==> src/rtl/sayac_imm_pkg.sv <==
// Shared SAYAC move-immediate definitions: opcodes, sequencer states, instruction layout.
package sayac_imm_pkg;

    localparam logic [3:0] OPC_MIL_DEF = 4'hE;
    localparam logic [3:0] OPC_MIH_DEF = 4'hF;

    typedef enum logic [1:0] {
        IDLE    = 2'd0,
        EMIT_LO = 2'd1,
        EMIT_HI = 2'd2
    } state_t;

    localparam int OPC_MSB = 15;
    localparam int OPC_LSB = 12;
    localparam int IMM_MSB = 11;
    localparam int IMM_LSB = 4;
    localparam int RD_MSB  = 3;
    localparam int RD_LSB  = 0;

    typedef struct packed {
        logic [OPC_MSB-OPC_LSB:0] opc;
        logic [IMM_MSB-IMM_LSB:0] imm8;
        logic [RD_MSB-RD_LSB:0]   rd;
    } instr_t;

    function automatic instr_t pack_instr(input logic [3:0] opc, input logic [7:0] imm8,
                                          input logic [3:0] rd);
        instr_t w;
        w.opc  = opc;
        w.imm8 = imm8;
        w.rd   = rd;
        return w;
    endfunction

endpackage

==> src/rtl/imm_fit8.sv <==
// Flags 16-bit constants that a sign-extended 8-bit immediate reproduces exactly.
// Purely combinational; bits [15:7] must all match the imm8 sign bit.
module imm_fit8 (
    input  logic [15:0] value,
    output logic        fits_se8
);

    assign fits_se8 = (value[15:7] == 9'h000) || (value[15:7] == 9'h1FF);

endmodule

==> src/rtl/imm_loader_seq.sv <==
// Emits the shortest mil / mil+mih stream that loads a 16-bit constant into rd.
// First word valid the cycle after accept; words and state hold while out_ready is low.
module imm_loader_seq
    import sayac_imm_pkg::*;
#(
    parameter logic [3:0] OPC_MIL = OPC_MIL_DEF,
    parameter logic [3:0] OPC_MIH = OPC_MIH_DEF
) (
    input  logic        clk,
    input  logic        rst,
    input  logic        in_valid,
    output logic        in_ready,
    input  logic [15:0] in_value,
    input  logic [3:0]  in_rd,
    input  logic        in_force2,
    output logic        out_valid,
    input  logic        out_ready,
    output logic [15:0] out_instr,
    output logic        out_last,
    output logic [15:0] words_cnt
);

    state_t      r_state;
    logic [7:0]  r_value_hi;
    logic [3:0]  r_rd;
    logic        r_two;
    instr_t      r_out_instr;
    logic        r_out_last;
    logic [15:0] r_words_cnt;

    state_t      w_state_nxt;
    logic        w_in_ready;
    logic        w_out_valid;
    logic        w_fits;
    logic        w_two_in;
    logic        w_accept;
    logic        w_hs;

    imm_fit8 u_fit (
        .value    (in_value),
        .fits_se8 (w_fits)
    );

    assign w_two_in = in_force2 || !w_fits;
    assign w_accept = in_valid && w_in_ready;
    assign w_hs     = w_out_valid && out_ready;

    always_comb begin
        w_state_nxt = r_state;
        w_in_ready  = 1'b0;
        w_out_valid = 1'b0;
        case (r_state)
            IDLE: begin
                w_in_ready = 1'b1;
                if (in_valid) begin
                    w_state_nxt = EMIT_LO;
                end
            end
            EMIT_LO: begin
                w_out_valid = 1'b1;
                if (out_ready) begin
                    w_state_nxt = r_two ? EMIT_HI : IDLE;
                end
            end
            EMIT_HI: begin
                w_out_valid = 1'b1;
                if (out_ready) begin
                    w_state_nxt = IDLE;
                end
            end
            default: w_state_nxt = IDLE;
        endcase
    end

    // The mil word is built at accept time, so only the high byte needs to be kept for mih.
    always_ff @(posedge clk) begin
        if (rst) begin
            r_state     <= IDLE;
            r_value_hi  <= 8'h00;
            r_rd        <= 4'h0;
            r_two       <= 1'b0;
            r_out_instr <= '0;
            r_out_last  <= 1'b0;
            r_words_cnt <= 16'h0000;
        end else begin
            r_state <= w_state_nxt;
            if (w_accept) begin
                r_value_hi  <= in_value[15:8];
                r_rd        <= in_rd;
                r_two       <= w_two_in;
                r_out_instr <= pack_instr(OPC_MIL, in_value[7:0], in_rd);
                r_out_last  <= !w_two_in;
            end
            if (w_hs) begin
                r_words_cnt <= r_words_cnt + 16'd1;
                if (r_state == EMIT_LO && r_two) begin
                    r_out_instr <= pack_instr(OPC_MIH, r_value_hi, r_rd);
                    r_out_last  <= 1'b1;
                end
            end
        end
    end

    assign in_ready  = w_in_ready;
    assign out_valid = w_out_valid;
    assign out_instr = r_out_instr;
    assign out_last  = r_out_last;
    assign words_cnt = r_words_cnt;

endmodule
==> config.mk <==
export PLATFORM = sky130hd
export DESIGN_NAME = imm_loader_seq
export DESIGN_NICKNAME = d
export VERILOG_FILES = /design/src/rtl/sayac_imm_pkg.sv /design/src/rtl/imm_fit8.sv /design/src/rtl/imm_loader_seq.sv
export SDC_FILE = /design/constraint.sdc
export NUM_CORES = 1
export LEC_CHECK = 0
export ABC_AREA = 1
export BUFFER_PORTS_ARGS = -buffer_cell sky130_fd_sc_hd__buf_2
export CAP_MARGIN = 15
export CORE_ASPECT_RATIO = 2
export CORE_MARGIN = 5
export CORE_UTILIZATION = 51
export CTS_CLUSTER_SIZE = 30
export DETAILED_ROUTE_END_ITERATION = 8
export PLACE_DENSITY = 0.78
export SYNTH_ARGS = -nofsm -noshare
export SYNTH_HDL_FRONTEND = slang
export SYNTH_SLANG_ARGS = --single-unit
==> constraint.sdc <==
create_clock -name clk -period 1.5 [get_ports clk]
set_input_delay 0.15 -clock clk [delete_from_list [all_inputs] [get_ports clk]]
set_output_delay 0.15 -clock clk [all_outputs]
set_load 0.05 [all_outputs]
* Yosys cells after proc, flatten, opt, wreduce, memory -nomap -nowiden *
Index checks and enable logic that the tools add are counted.

word-level totals
  output and inout bits = 35
  bits of input ports = 25
  register bits = 48

operators by class
  add/sub/neg operators = 1
  mux-type cells = 13
  reductions and logical operators = 11
  equality and inequality tests = 6

operator list
  cell                                                 count
  two-way mux 16 bit                                   3
  adder 16 x 1 -> 16 bit, second input constant        1
  equality test 9 bit, second input constant           1
  zero test 9 bit                                      1
  two-way mux 2 bit                                    4
  != test 2 bit, second input constant                 3
  case mux 2 bit (3 select lines)                      1
  two-way mux 1 bit                                    5
  logical AND 1 bit                                    3
  AND reduction 3 bit                                  1
  equality test 2 x 1 -> 1 bit, second input constant  1
  equality test 2 bit, second input constant           1
  zero test 1 bit                                      2
  zero test 2 bit                                      1
  logical OR 1 bit                                     2
  OR reduction 2 bit                                   1

* Depth between registers and ports, before layout *
Gate-level depths: netlist (run 1).

  depth after elaboration = 8
  gate-level depth with buffers = 10
  mapped depth without buffers = 10

* Cells and area by module *
From an unflattened synthesis (run 1), not the netlist that was laid out.

unflattened totals
  cell total of the unflattened synthesis = 293
  area, all modules = 2135.8 um2

by module, submodules not included
  module          instances  area each (um2)  cells each
  imm_loader_seq  1          2074.5           278
  imm_fit8        1          61.3             15

* Least setup slack after synthesis (run 1) *
No wires, ideal clock.

  path kind = reg-to-reg
  from = reg r_state[0]
  to = reg r_words_cnt[7] (netlist: words_cnt[7])
  required time = 1384 ps
  setup slack = -315 ps
  buffers on the path = 0
  cell stages (with the launch flop) = 10
  arrival = 1699 ps
  library setup time = 116 ps
  path through = dfxtp_1 -> inv_1 -> ha_1 -> nand2_4 -> nor2_2 -> nand2_2 -> inv_1 -> nand2_1 -> nor2_1 -> nor3b_2

on the way
  longest elaborated chain between the ends = 4
  elaborated cells on any way between the ends = 5
  those cells by class = eq/ne (2); mux (1); reduce/logical (2)

ends and longest elaborated chain
  element                                                              RTL line              RTL
  from (decl)                                                          imm_loader_seq.sv:23  state_t r_state;
  from (signal assigned)                                               imm_loader_seq.sv:86  r_state <= w_state_nxt;
  equality test 2 x 1 -> 1 bit or equality test 2 bit (tied branches)  imm_loader_seq.sv:52  case (r_state)
  OR reduction 2 bit (no source line) *                                n/a
  two-way mux 1 bit *                                                  imm_loader_seq.sv:52
  via out_valid                                                        imm_loader_seq.sv:16  output logic out_valid,
  logical AND 1 bit *                                                  imm_loader_seq.sv:46  assign w_hs = w_out_valid && out_ready;
  to (signal assigned)                                                 imm_loader_seq.sv:95  r_words_cnt <= r_words_cnt + 16'd1;
  to (decl)                                                            imm_loader_seq.sv:29  logic [15:0] r_words_cnt;

Mark *: on every way through the listed nets, which the timed path passes. The rest lies on a longest branch.
A chain may end at the register's enable or synchronous reset.

* Final worst setup path (run 1) *
  from = reg r_state[1]
  to = reg r_words_cnt[15] (netlist: words_cnt[15])

on the way
  longest elaborated chain between the ends = 4
  elaborated cells on any way between the ends = 5
  those cells by class = eq/ne (2); mux (1); reduce/logical (2)

ends and longest elaborated chain
  element                                                              RTL line
  equality test 2 x 1 -> 1 bit or equality test 2 bit (tied branches)  imm_loader_seq.sv:52
  OR reduction 2 bit (no source line) *                                n/a
  two-way mux 1 bit *                                                  imm_loader_seq.sv:52
  logical AND 1 bit *                                                  imm_loader_seq.sv:46

Mark *: on every way between the ends. The rest lies on a longest branch, timed or not.

==> results of run 1 <==
registers in the layout, summed over array words and instances (netlist names):
register	count
out_instr	16
words_cnt	16
r_value_hi	8
r_rd	4
r_state	2
out_last	1
r_two	1
report_power, final:
group	internal (mW)	switching, mW	leakage (nW)
clock network	0.545	0.436	0.0614
logic	0.501	1.09	0.781
registers	1.49	0.119	0.394
total	2.53	1.64	1.24
critical path: stages (launching register included):
cell	delay [ns]
dfxtp_2	0.37
inv_4	0.05
ha_4	0.29
nand2_8	0.07
nor2_4	0.13
nand2_4	0.08
nor2_4	0.16
nand4_1	0.10
nand2_1	0.08
nor2_1	0.03
layer usage:
layer,global-route usage,vias to the layer above
met3,0.0332,5
met5,0,-
li1,-,1075
met4,0.0506,0
met2,0.349,44
met1,0.172,975
worst paths after layout:
path / slack [ns] / startpoint / end / cells after the start
max reg2reg: 0.04 / r_state[1] / words_cnt[15] / 9
max: 0.04 / r_state[1] / words_cnt[15] / 9
min: 0.11 / in_value[15] / r_value_hi[7] / 3
min reg2reg: 0.47 / r_rd[3] / r_rd[3] / 2
area by class of cell:
type,instances,area (um2),area share
clock buffer,6,82.6,0.0305
clock inverter,2,38.8,0.0143
inverter,29,116,0.0430
multi-input combinational,204,1040,0.384
sequential,48,966,0.357
tap,52,65.1,0.0241
timing repair buffer,71,398,0.147
logic make-up (layout without fill, tap and decap cells):
group,Yosys count,in the layout
compound gates,66,66
xor+xnor,1,1
fa+ha+maj,5,5
buf+inv,39,108
flops,48,48
simple gates,132,132
through the flow:
| stage | hold WS, ns | setup WS (ns) | instances | utilization |
|---|---|---|---|---|
| floorplan | 0.220 | 0.0117 | 291 | - |
| global placement | 0.420 | 0.0401 | 398 | 0.616 |
| detailed placement | 0.427 | -0.0219 | 398 | 0.616 |
| CTS | 0.102 | 0.00678 | 406 | 0.646 |
| global route | 0.111 | -0.0413 | 412 | 0.661 |
| finish | 0.112 | 0.0355 | 412 | 0.661 |
synthesized netlist by cell type, types with 3 or more instances:
cell type  instances  area [um2]
a31oi_1           11        68.8
inv_2              3        11.3
inv_1             26        97.6
nor2_1            51         191
o21ai_1            6        30.0
a21oi_1           21         105
clkbuf_1           3        11.3
nand4_1            4        25.0
ha_1               5        62.6
nand2_1           59         221
nand3_1            3        15.0
dfxtp_1           48         961
nor2_4             4        45.0
nand2_2            4        25.0
buf_2              6        30.0
o21ai_0           25         125
repair_timing:
action,4_1_cts,5_1_grt
pin swaps,0,4
setup buffers,0,6
setup endpoints to repair,8,15
resized for setup,2,7
endpoints found under the hold margin,0,0
==> results_dict.tcl, run 1 <==
set metrics [dict create \
    synth_seq_area_share 0.453 \
    root_buffer "clkbuf_8" \
    avgSynthCellArea_um2 7.30 \
    synthAdderAreaFrac 0.0295 \
    boundaryPins 60 \
    status "finished clean" \
    yosysWarnings 0 \
    gp_congestion 0.836 \
    holdBufCountCts 0 \
    finalSetupViolCount 0 \
    cts_tree "built" \
    design.die.area_mm2 0.00563 \
    ys_ff_latch 48 \
    fin_tns_setup_ns 0 \
    synth_compound_area_frac 0.166 \
    synthesis.area_mm2 0.00212 \
    grt_use_total 0.172 \
    route.met3.wl_um 210 \
    design.core.area_mm2 0.00409 \
    drt-total-wl_mm 5.08 \
    area_delta_synth_final_pct 27.3 \
    cp-start-kind "flop" \
    fp-row-count 33 \
    crit_type "reg2reg" \
    grt_max_degree 28 \
    initial_core_util 0.519 \
    p_per_area_mw_per_mm2 1540 \
    final_cell_area_mm2 0.00270 \
    die_w_um 55.6 \
    synth_top_family_by_area "simple AND/OR/NAND/NOR gates" \
    dpl-instance-area_mm2 0.00252 \
    cap_violations 0 \
    overflow 0 \
    synth_cell_type_count 27 \
    synth_xor_area_frac 0.00412 \
    layout_min_cycle_time_ns 1.46 \
    num_vias 2099 \
    arrival_ns 1.66 \
    drtPass1Iterations 4 \
    ant_nets 0 \
    antenna_found_initial 0 \
    min_path_type "in2reg" \
    grt_pass1_wl_mm 7.96 \
    routed.top_layer "met4" \
    drtIter0Drc 47 \
    fmax_mhz 683 \
    clk_pin_slew_ns 0.09 \
    synth_edf_count 0 \
    async_reset_ff_frac 0 \
    clock_latency_ns 0.29 \
    post-route-period-util 0.976 \
    die_h_um 101 \
    synthCells 291 \
    drive_above_1_share 0.289 \
    synthMuxAreaShare 0 \
    hold_violations 0 \
    clkSinkCount 48 \
    rsz0062_at_grt "true" \
    port_buffers 59 \
    clk_path_buf_depth 2 \
    drc 0 \
    synth-simple-area-share 0.272 \
    skew_ns 0.00481 \
    final_nets 389 \
    cts-buffers-inserted 5 \
    required_ns 1.70 \
    viasPerCell 5.09 \
    slew_headroom 0.740 \
    drt-met1-wl_mm 1.92 \
    drv_slew 0 \
    tightest_slew_ns 0.389 \
    end_kind "flop" \
    synth-main-ff-cell "dfxtp_1" \
    dr_wl_met2_mm 2.91 \
    layout_common_cells "59 x nand2_1, 59 x buf_2, 49 x nor2_1" \
    hpwlAfterDp_mm 3.86 \
    htreeDepth 2 \
    vdd.ir_drop.worst_mv 0.909 \
    wl_per_cell_um 12.3 \
    synth_nets 321 \
    fillers 391 \
    total_power_mw 4.18 \
    n_antenna_cell 0 \
    power_leakage_nw 1.24 \
    path_max_fanout 5 \
    grt_pass1_vias 1896 \
]
Note: power is estimated with default switching activity, not from simulation.
==> run 2: changes to the inputs <==
Settings changed: ABC_AREA 1 to default, CORE_UTILIZATION 51 to 50, CTS_CLUSTER_SIZE 30 to default.
==> results_dict.tcl, run 2 <==
set metrics [dict create \
    synth_edf_count 0 \
    synthAdderAreaFrac 0.0313 \
    required_ns 1.72 \
    antenna_found_initial 0 \
    initial_core_util 0.515 \
    tightest_slew_ns 0.656 \
    htreeDepth 2 \
    drv_slew 0 \
    synth_common_cells "55 x nand2_1, 48 x dfxtp_1, 32 x nor2_1, 20 x a21oi_1, 12 x a311oi_1" \
    die_w_um 54.7 \
    synth_seq_area_share 0.481 \
    synth_cell_type_count 30 \
    design.die.area_mm2 0.00544 \
    fillers 320 \
    clkSinkCount 48 \
    p_per_area_mw_per_mm2 1030 \
    crit_start "r_state[1]" \
    power_leakage_nw 1.17 \
    overflow 0 \
    grt_use_total 0.191 \
    violations "setup timing" \
    total_power_mw 2.81 \
    reg2reg_depth 6 \
    drtPass1Iterations 4 \
    holdBufCountCts 0 \
    hpwlAfterDp_mm 3.54 \
    ys_ff_latch 48 \
    synth_xor_area_frac 0.0438 \
    async_reset_ff_frac 0 \
    port_buffers 59 \
    dpl-instance-area_mm2 0.00248 \
    boundaryPins 60 \
    cp-endpoint "words_cnt[15]" \
    synthMuxAreaShare 0.00501 \
    clock_latency_ns 0.29 \
    final_common_cell "buf_2" \
    layout_min_cycle_time_ns 1.59 \
    regToRegStartpoint "r_state[1]" \
    synth_top_area_frac 0.481 \
    area_delta_synth_final_pct 37.1 \
    layout_setup_ws_ns -0.0934 \
    slew_headroom 0.563 \
    rrSetupSlack_ns -0.09 \
    ys_top_cells_by_area "dfxtp_1 48%, nand2_1 10%, nor2_1 6.0%, a311oi_1 5.3%, a21oi_1 5.0%" \
    final_cell_area_mm2 0.00274 \
    path_cells "inv_2 > ha_4 > and4_4 > nand3_2 > or4_4 > a21oi_2" \
    synth.most_common_cell "nand2_1" \
    dp_slack_ns -0.0834 \
    gp_congestion 0.803 \
    viasPerCell 5.35 \
    cap_violations 0 \
    synthCells 243 \
    ant_nets 0 \
    num_vias 1964 \
    finalSetupViolCount 7 \
    wl_per_cell_um 14.1 \
    synth-simple-area-share 0.260 \
    cts-buffers-inserted 5 \
    drive_above_1_share 0.370 \
    synthesis.area_mm2 0.00200 \
    skew_ns 0.0106 \
    clk_path_buf_depth 2 \
    drt-total-wl_mm 5.17 \
    yosysTopAreaCell "dfxtp_1" \
    synth-main-ff-cell "dfxtp_1" \
    hold_violations 0 \
    fmax_mhz 628 \
    synth_compound_area_frac 0.141 \
    layout_common_cells "58 x buf_2, 54 x nand2_1, 40 x dfxtp_1" \
    fp-row-count 32 \
    min_path_type "in2reg" \
    die_h_um 99.4 \
    critPathSlowestCell "or4_4" \
    grt_pass1_vias 1848 \
    grt_max_degree 33 \
    synth_nets 273 \
    rsz0062_at_grt "true" \
    status "finished, violations left" \
    root_buffer "clkbuf_8" \
    drtIter0Drc 59 \
    final_nets 345 \
    grt_pass1_wl_mm 7.87 \
    path_max_fanout 3 \
    yosysWarnings 0 \
    n_antenna_cell 0 \
    cp-start-kind "flop" \
    drc 0 \
    avgSynthCellArea_um2 8.23 \
    max_stage_delay_ns 0.42 \
    synth_top_family_by_area "simple AND/OR/NAND/NOR gates" \
    post-route-period-util 1.06 \
    arrival_ns 1.82 \
    vdd.ir_drop.worst_mv 1.01 \
    cts_tree "built" \
    reg2reg_to "words_cnt[15]" \
    crit_type "reg2reg" \
    end_kind "flop" \
    design.core.area_mm2 0.00388 \
    clk_pin_slew_ns 0.08 \
]
[run 2: changes by cell type in the layout (fill, tap and decap cells not counted), moves of 5 or more]
cell / change
a311oi_1: +5
a31oi_1: -10
inv_1: -22
o21ai_1: -7
nand2_1: -5
o21ai_0: -21
nand4_1: +6
a311oi_2: +7
nor2_4: -5
nor2_1: -23
xor2_1: +6
[run 2: timing repair]
action,in CTS,in global routing
gates cloned,0,3
endpoints found under the setup margin,7,22
buffers inserted,0,2
endpoints found under the hold margin,0,0
pin swaps,1,15
resized for setup,1,20
[run 2: how the worst min path moves through the flow]
stage / cells past startpoint / slack (ns) / end / start
6_report: 2 / 0.07 / out_last / in_force2
5_1_grt: 2 / 0.06 / out_last / in_force2
4_1_cts: 2 / 0.06 / out_last / in_force2
3_5_place_dp: 2 / 0.38 / out_last / in_force2
3_3_place_gp: 2 / 0.38 / out_last / in_force2
2_1_floorplan: 1 / 0.26 / out_last / in_force2
[run 2: area by class of cell]
cell class / count / area, um2 / area share
tap: 51 / 63.8 / 0.0233
clock inverter: 1 / 7.51 / 0.00274
inverter: 4 / 15.0 / 0.00548
clock buffer: 7 / 86.3 / 0.0315
timing repair buffer: 79 / 541 / 0.197
sequential: 48 / 971 / 0.354
multi-input combinational: 177 / 1060 / 0.386
[run 2: kinds of logic after synthesis]
logic type                 count (synthesis)
DFF                                       48
muxes                                      1
buffers and inverters                     18
xor gates and xnor gates                  10
AOI/OAI and AO/OA                         43
and+or+nand+nor                          118
adders and majority gates                  5
[run 2: through the flow]
step                utilization  hold WS, ns  setup TNS [ns]  cells
floorplan                     -        0.255           -1.51    243
global placement          0.640        0.380         -0.0250    354
detailed placement        0.640        0.382          -0.102    354
CTS                       0.665       0.0638          -0.192    362
global route              0.706       0.0599           -1.42    367
finish                    0.706       0.0681          -0.199    367
[run 2: report_power, final]
part / leakage, nW / internal, mW / switching [mW]
Clock: 0.0445 / 0.375 / 0.412
Combinational: 0.735 / 0.215 / 0.415
Sequential: 0.396 / 1.35 / 0.0432
Total: 1.17 / 1.94 / 0.870
[run 2: routing by layer]
layer | wire length (um) | vias to the layer above | global-route usage
met1 | 1830 | 922 | 0.208
met2 | 3020 | 44 | 0.343
met3 | 239 | 9 | 0.0330
li1 | - | 989 | -
met4 | 85 | 0 | 0.0710
met5 | 0 | - | 0
[run 2: worst max-delay path, delay by kind of cell, from the launching register on]
kind                     cells  cell delay, ns
AND/OR/NAND/NOR              3            0.73
flip-flops                   1            0.34
adder cells (fa/ha/maj)      1            0.26
AO/OA/AOI/OAI                1            0.14
buffers and inverters        1            0.05
==> run 3: changes to the inputs <==
Settings changed: CORE_MARGIN 5 to default, GPL_TIMING_DRIVEN from default to 0.
==> results_dict.tcl, run 3 (synthesis gave the netlist of run 2 again) <==
set metrics [dict create \
    htreeDepth 2 \
    slew_headroom 0.547 \
    power_leakage_nw 1.25 \
    design.die.area_mm2 0.00427 \
    total_power_mw 3.01 \
    drt-total-wl_mm 5.80 \
    required_ns 1.75 \
    hold_violations 0 \
    grt_pass1_vias 1915 \
    min_path_type "in2reg" \
    crit_type "reg2reg" \
    rrSetupSlack_ns -0.16 \
    antenna_found_initial 0 \
    area_delta_synth_final_pct 45.0 \
    clk_pin_slew_ns 0.10 \
    reg2reg_depth 8 \
    cts-buffers-inserted 5 \
    cts_tree "built" \
    fillers 314 \
    drtIter0Drc 53 \
    clk_path_buf_depth 2 \
    min_path_cells 2 \
    gp_congestion 0.835 \
    final_nets 361 \
    fmax_mhz 601 \
    cap_violations 0 \
    drc 0 \
    vdd.ir_drop.worst_mv 0.978 \
    wl_per_cell_um 15.2 \
    dp_cells 351 \
    clkSinkCount 48 \
    die_w_um 46.7 \
    skew_ns 0.0133 \
    layout_common_cells "57 x buf_2, 53 x nand2_1, 37 x dfxtp_1" \
    design.core.area_mm2 0.00384 \
    layout_min_cycle_time_ns 1.66 \
    drtPass1Iterations 4 \
    hpwlAfterDp_mm 3.59 \
    end_kind "flop" \
    dp_slack_ns -0.252 \
    grt_max_degree 17 \
    worst_hold_startpoint "in_force2" \
    drv_slew 0 \
    boundaryPins 60 \
    n_antenna_cell 0 \
    ant_nets 0 \
    num_vias 2138 \
    finalSetupViolCount 28 \
    final_common_cell "buf_2" \
    reg2reg_to "words_cnt[13]" \
    cp-start-kind "flop" \
    holdPathEnd "out_last" \
    drive_above_1_share 0.416 \
    p_per_area_mw_per_mm2 1040 \
    tightest_slew_ns 0.679 \
    port_buffers 57 \
    regToRegStartpoint "r_state[0]" \
    viasPerCell 5.58 \
    fp-row-count 32 \
    grt_use_total 0.271 \
    path_max_fanout 3 \
    die_h_um 91.4 \
    finalNonFillerCells 383 \
    arrival_ns 1.91 \
    grt_pass1_wl_mm 8.49 \
    overflow 0 \
    rsz0062_at_grt "true" \
    fin_util 0.754 \
    root_buffer "clkbuf_8" \
    fin_tns_setup_ns -1.91 \
    post-route-period-util 1.11 \
    layout_setup_ws_ns -0.163 \
    status "finished, violations left" \
    initial_core_util 0.520 \
    violations "setup timing" \
    clock_latency_ns 0.31 \
]
==> run 3: cell types whose count changed in the layout (fill, tap and decap cells not counted), sizes merged <==
cell / delta
bufinv: +1
clkbuf: +6
inv: +1
buf: +8
==> run 3: how the worst max path moves through the flow <==
stage | start | to | slack (ns) | cells past startpoint
2_1_floorplan | r_state[0] | words_cnt[15] | -0.26 | 7
3_3_place_gp | r_state[1] | words_cnt[15] | -0.22 | 7
3_5_place_dp | r_state[1] | words_cnt[15] | -0.25 | 7
4_1_cts | r_state[1] | words_cnt[15] | -0.15 | 7
5_1_grt | r_state[0] | words_cnt[15] | -0.23 | 7
6_report | r_state[0] | words_cnt[13] | -0.16 | 8
==> run 3: per-layer routing <==
layer  vias to the layer above  track usage  part of all wire
met5                         -            0                 0
met2                        78        0.493              0.57
met1                      1020        0.274              0.35
met3                        17       0.0417             0.041
met4                         0        0.124             0.035
li1                       1023            -                 -
==> run 3: layout make-up <==
type / count / area [um2] / share of cell area
clock inverters: 3 / 46.3 / 0.0160
clock buffers: 5 / 68.8 / 0.0237
repair buffers: 81 / 518 / 0.179
flip-flops and latches: 48 / 977 / 0.337
multi-input cells: 177 / 1110 / 0.385
well taps: 51 / 63.8 / 0.0220
inverters: 4 / 15.0 / 0.00518
plain buffers: 14 / 95.1 / 0.0328
==> run 3: report_power, final <==
group	internal [mW]	switching, mW	leakage (nW)
sequential	1.35	0.0464	0.398
combinational	0.215	0.434	0.800
clock	0.502	0.460	0.0548
==> run 3: timing repair <==
item,in CTS,in global routing
cloned,1,1
gates resized for setup,12,43
hold buffers,0,0
buffers inserted,12,10
pin swaps,6,19
setup endpoints to repair,38,34
==> run 3: metrics by stage <==
step,hold WS [ns],cell area (um2)
finish,0.0632,2900
floorplan,0.255,2030
global route,0.0559,2900
CTS,0.0569,2650
detailed placement,0.381,2380
global placement,0.382,2380
==> run 3: worst max-delay path, stage by stage, from the launching register on <==
cell,delay (ns)
dfxtp_2,0.35
inv_2,0.05
ha_4,0.26
and4_1,0.20
buf_6,0.12
buf_12,0.10
nand2_2,0.04
or3_1,0.36
a21oi_2,0.13
